## config.mk

```make
export PLATFORM = sky130hd
export DESIGN_NAME = spi_flash_arbiter
export DESIGN_NICKNAME = d
export VERILOG_FILES = /design/src/rtl/spi_flash_arbiter.sv
export SDC_FILE = /design/constraint.sdc
export NUM_CORES = 1
export LEC_CHECK = 0
export CORE_AREA = 2 2 97 76
export CTS_BUF_LIST = sky130_fd_sc_hd__clkbuf_8
export DETAILED_ROUTE_END_ITERATION = 10
export DIE_AREA = 0 0 99 78
export PLACE_DENSITY = 0.78
export SLEW_MARGIN = 30
export SYNTH_ARGS = -nofsm -noshare
export SYNTH_HDL_FRONTEND = slang
export SYNTH_SLANG_ARGS = --single-unit
```

## constraint.sdc

```tcl
create_clock -name clk -period 1.6 [get_ports clk]
set_clock_uncertainty 0.05 [all_clocks]
set_input_delay 0.16 -clock clk [delete_from_list [all_inputs] [get_ports clk]]
set_output_delay 0.16 -clock clk [all_outputs]
set_load 0.1 [all_outputs]
```

## src/rtl/spi_flash_arbiter.sv

```systemverilog
// Two-port arbiter in front of the SPI flash word reader.
// Define SPI_FLASH_ARB_CACHE_EN to add a one-entry read cache.
module spi_flash_arbiter #(
  parameter int ADDR_W      = 20,
  parameter int ROUND_ROBIN = 0
) (
  input  logic              clk,
  input  logic              reset,
  input  logic              req0,
  input  logic [ADDR_W-1:0] addr0,
  output logic              ack0,
  input  logic              req1,
  input  logic [ADDR_W-1:0] addr1,
  output logic              ack1,
  output logic [31:0]       rdata,
  output logic              flash_rstrb,
  output logic [ADDR_W-1:0] flash_addr,
  input  logic [31:0]       flash_rdata,
  input  logic              flash_rbusy
);

  typedef enum logic [1:0] {
    IDLE,
    ARM,
    WAIT
  } state_t;

  state_t              state_q, state_d;
  logic                gnt_q, gnt_d;
  logic                rr_q, rr_d;
  logic                strb_q, strb_d;
  logic [ADDR_W-1:0]   faddr_q, faddr_d;
  logic [31:0]         rdata_q, rdata_d;
  logic                ack0_q, ack0_d;
  logic                ack1_q, ack1_d;

  logic                v0, v1, win, hit;
  logic [ADDR_W-1:0]   win_addr;

  // A port is not re-granted in its own ack cycle.
  assign v0 = req0 & ~ack0_q;
  assign v1 = req1 & ~ack1_q;

  assign win = (v0 & v1) ? ((ROUND_ROBIN != 0) ? ~rr_q : 1'b1) : v1;
  assign win_addr = win ? addr1 : addr0;

`ifdef SPI_FLASH_ARB_CACHE_EN
  logic                cv_q, cv_d;
  logic [ADDR_W-1:0]   ctag_q, ctag_d;
  logic [31:0]         cdata_q, cdata_d;

  assign hit = cv_q && (ctag_q == win_addr);

  always_ff @(posedge clk) begin
    if (reset) begin
      cv_q    <= 1'b0;
      ctag_q  <= '0;
      cdata_q <= '0;
    end else begin
      cv_q    <= cv_d;
      ctag_q  <= ctag_d;
      cdata_q <= cdata_d;
    end
  end
`else
  assign hit = 1'b0;
`endif

  always_comb begin
    state_d = state_q;
    gnt_d   = gnt_q;
    rr_d    = rr_q;
    strb_d  = 1'b0;
    faddr_d = faddr_q;
    rdata_d = rdata_q;
    ack0_d  = 1'b0;
    ack1_d  = 1'b0;
`ifdef SPI_FLASH_ARB_CACHE_EN
    cv_d    = cv_q;
    ctag_d  = ctag_q;
    cdata_d = cdata_q;
`endif
    unique case (state_q)
      IDLE: begin
        if ((v0 | v1) && !flash_rbusy) begin
          gnt_d = win;
          rr_d  = win;
          if (hit) begin
            rdata_d = rdata_q;
`ifdef SPI_FLASH_ARB_CACHE_EN
            rdata_d = cdata_q;
`endif
            ack0_d = ~win;
            ack1_d = win;
          end else begin
            faddr_d = win_addr;
            strb_d  = 1'b1;
            state_d = ARM;
          end
        end
      end
      ARM: state_d = WAIT;
      WAIT: begin
        if (!flash_rbusy) begin
          rdata_d = flash_rdata;
          ack0_d  = ~gnt_q;
          ack1_d  = gnt_q;
          state_d = IDLE;
`ifdef SPI_FLASH_ARB_CACHE_EN
          cv_d    = 1'b1;
          ctag_d  = faddr_q;
          cdata_d = flash_rdata;
`endif
        end
      end
      default: state_d = IDLE;
    endcase
  end

  always_ff @(posedge clk) begin
    if (reset) begin
      state_q <= IDLE;
      gnt_q   <= 1'b0;
      rr_q    <= 1'b0;
      strb_q  <= 1'b0;
      faddr_q <= '0;
      rdata_q <= '0;
      ack0_q  <= 1'b0;
      ack1_q  <= 1'b0;
    end else begin
      state_q <= state_d;
      gnt_q   <= gnt_d;
      rr_q    <= rr_d;
      strb_q  <= strb_d;
      faddr_q <= faddr_d;
      rdata_q <= rdata_d;
      ack0_q  <= ack0_d;
      ack1_q  <= ack1_d;
    end
  end

  assign ack0        = ack0_q;
  assign ack1        = ack1_q;
  assign rdata       = rdata_q;
  assign flash_rstrb = strb_q;
  assign flash_addr  = faddr_q;

endmodule

```

==> metrics.md <==
| Metric | Value |
|---|---|
| Hold Crit Class | in2reg |
| Synthesis-to-layout area growth | 96.1% |
| Total global routing overflow | 0 |
| Fillcell total | 512 |
| Antenna viol nets, final | 0 |
| Post-layout util | 67.4% |
| Pwr/cell area | 925 nW/µm² |
| Yosys Warn Count | 0 |
| Post-synth top area cell | dfxtp_1 |
| Critical path's largest stage delay | 0.40 ns |
| Min Tclk post-route | 1.56 ns |
| Period utilization | 97.8% |
| Vias per cell | 4.71 |
| Die area | 7720 µm² |
| Die extent in y | 78 µm |
| Vias in the first global route | 2,242 |
| Routed len/inst | 14.2 µm |
| First-pass GRT wire length | 10,800 µm |
| Placed Area | 4260 µm² |
| Input/output buffers | 131 |
| Final Hold Vio Count | 0 |
| Reg clk slew, reported paths | 0.06 ns |
| P_leak | 0.00169 µW |
| Clock sink count | 58 |
| Num CTS Buffers | 9 |
| Routed Wire Length | 6640 µm |
| Final nets | 457 |
| Gr usage total | 17.7% |
| Fmax | 639 MHz |
| Pin count of the biggest net entering global routing | 59 |
| Slew @ Worst Pin | 0.361 ns |
| Status | finished, final reports clean |
| Initial antenna violation count | 0 |
| H-tree level count | 3 |
| Share of the synthesized area in the top cell type | 50.6% |
| Worst setup SP type | flop |
| Syn Nets | 327 |
| Post-synth EDFFs | 0 |
| Skew-Pair Late Insertion Delay | 0.33 ns |
| Drt drc | 0 |
| Core Footprint | 6670 µm² |
| Avg Cell Area, Syn | 9.17 µm² |
| TNS Setup | 0 ns |
| Top post-synthesis cells by count | nand2_1, dfxtp_1, a21oi_1, nor2_1, mux2i_1 |
| Root Buffer | clkbuf_8 |
| Reg2reg start | ack0 |
| Crit-path cells | nand2b_4 > a2111oi_4 > buf_4 > buf_6 > nor2b_1 |
| Critical Path Fanout Max | 18 |
| Post-Synthesis Cells | 250 |
| Most common cell in the netlist | nand2_1 |
| Register area share after synthesis | 50.6% |
| Slew margin rel. | 75.9% |
| CP Class | reg2reg |
| Maximum vdd drop | 566 µV |
| RSZ-0062 raised after global routing | true |
| Io pins | 132 |
| Worst endpoint required time | 1.81 ns |
| Worst Setup End Kind | flop |
| Cell Rows | 26 |
| RD Place Congestion | 0.674 |
| Die W | 99 µm |
| Vias | 2,202 |
| Final Cell Area | 4500 µm² |
| Pre-antenna DRT Iters | 4 |
| Worst min-delay path startpoint | reset |
| Initial DRC count | 85 |
| CP arrival | 1.78 ns |
| Worst setup path startpoint | ack0 |
| Slowest stage cell, crit path | a2111oi_4 |
| Clock buffer depth | 2 |
| Cell Area, Synth | 2290 µm² |
| Antenna Cells | 0 |
| Synth Flop Type | dfxtp_1 |
| Initial core utilization | 34.4% |
| Ranking of synthesized cells by area | dfxtp_1, nand2_1, a211oi_2 |
| Fraction of layout cells with a size suffix above 1 | 26.3% |
| Final setup viols | 0 |
| Count of cell types in the netlist | 19 |
| Detailed placement HPWL | 4910 µm |
| Flip-flop and latch count after synthesis | 58 |
| Async SR Flop Fraction | 0% |
| Slew Viols, Final | 0 |
| Max cap viols | 0 |
| CTS tree | built |
## stage by stage
step / instances / total power, µW / worst slack [ns] / hold slack (ns)
after CTS: 466 / 4190 / 0.0136 / 0.249
after global placement: 451 / 2790 / -0.185 / 0.384
after floorplan: 250 / 2270 / -0.160 / 0.246
after global routing: 468 / 4340 / -0.0329 / 0.252
after detailed placement: 451 / 2820 / -0.251 / 0.384
final: 468 / 4160 / 0.0353 / 0.271
## critical path: cells and delay by family (launching register included)
family                 cells  cell delay [ns]
DFF                        1             0.34
buffers and inverters      2             0.40
AOI/OAI and AO/OA          1             0.40
and+or+nand+nor            2             0.30
## placed cells by master, fill, tap and decap left out
master,instances
a2111oi_4,1
a211oi_1,2
a211oi_2,18
a21oi_1,34
and2_1,1
buf_12,58
buf_2,1
buf_4,3
buf_6,1
bufinv_16,1
clkbuf_16,1
clkbuf_8,12
clkdlybuf4s50_1,75
clkinv_2,1
dfxtp_1,56
dfxtp_2,1
dfxtp_4,1
inv_1,1
mux2i_1,20
nand2_1,65
nand2b_1,2
nand2b_4,2
nand3b_1,1
nor2_1,21
nor2b_1,2
nor3_1,1
nor3b_1,1
or4_1,1
## routing by layer
layer / wire length, µm / up-vias / global-route usage [%]
met5: 0 / - / 0
met2: 3350 / 76 / 29.6
li1: - / 1102 / -
met3: 595 / 7 / 9.37
met1: 2650 / 1017 / 20.0
met4: 48 / 0 / 3.70
## worst paths after layout
check                     end  cells after the start  slack, ns
setup / recovery  flash_rstrb                      5       0.04
hold / removal       rdata[4]                      3       0.27
setup reg to reg  flash_rstrb                      5       0.04
hold reg to reg          ack0                      1       0.38
## where the power goes
group,switching [µW],total (µW),internal (µW)
Combinational,687,1200,516
Clock,540,1370,830
Sequential,73.0,1590,1510
## cell families (layout without fill, tap and decap cells)
logic type | after synthesis | count (layout) | share of synthesized area (%)
and+or+nand+nor | 97 | 97 | 17.2
DFF | 58 | 58 | 50.6
AOI/OAI and AO/OA | 55 | 55 | 19.1
muxes | 20 | 20 | 8.73
buffers and inverters | 20 | 154 | 4.36
## state kept, by name (all words and copies together) (netlist names)
register,count
rdata,32
ack0,1
flash_rstrb,1
flash_addr,20
gnt_q,1
ack1,1
state_q,2
## repair_timing
item / in CTS / in global routing
resized for setup: 0 / 2
hold buffers: 0 / 0
buffers inserted: 0 / 1
setup endpoints to repair: 0 / 13
## cell type report
class | count | area, µm² | area share [%]
Sequential cell | 58 | 1170 | 25.9
Timing Repair Buffer | 139 | 1980 | 43.9
Multi-Input combinational cell | 172 | 1050 | 23.3
Clock buffer | 12 | 165 | 3.67
Tap cell | 84 | 105 | 2.34
Clock inverter | 3 | 38.8 | 0.862
No activity file was read; power rests on OpenSTA's default activity.
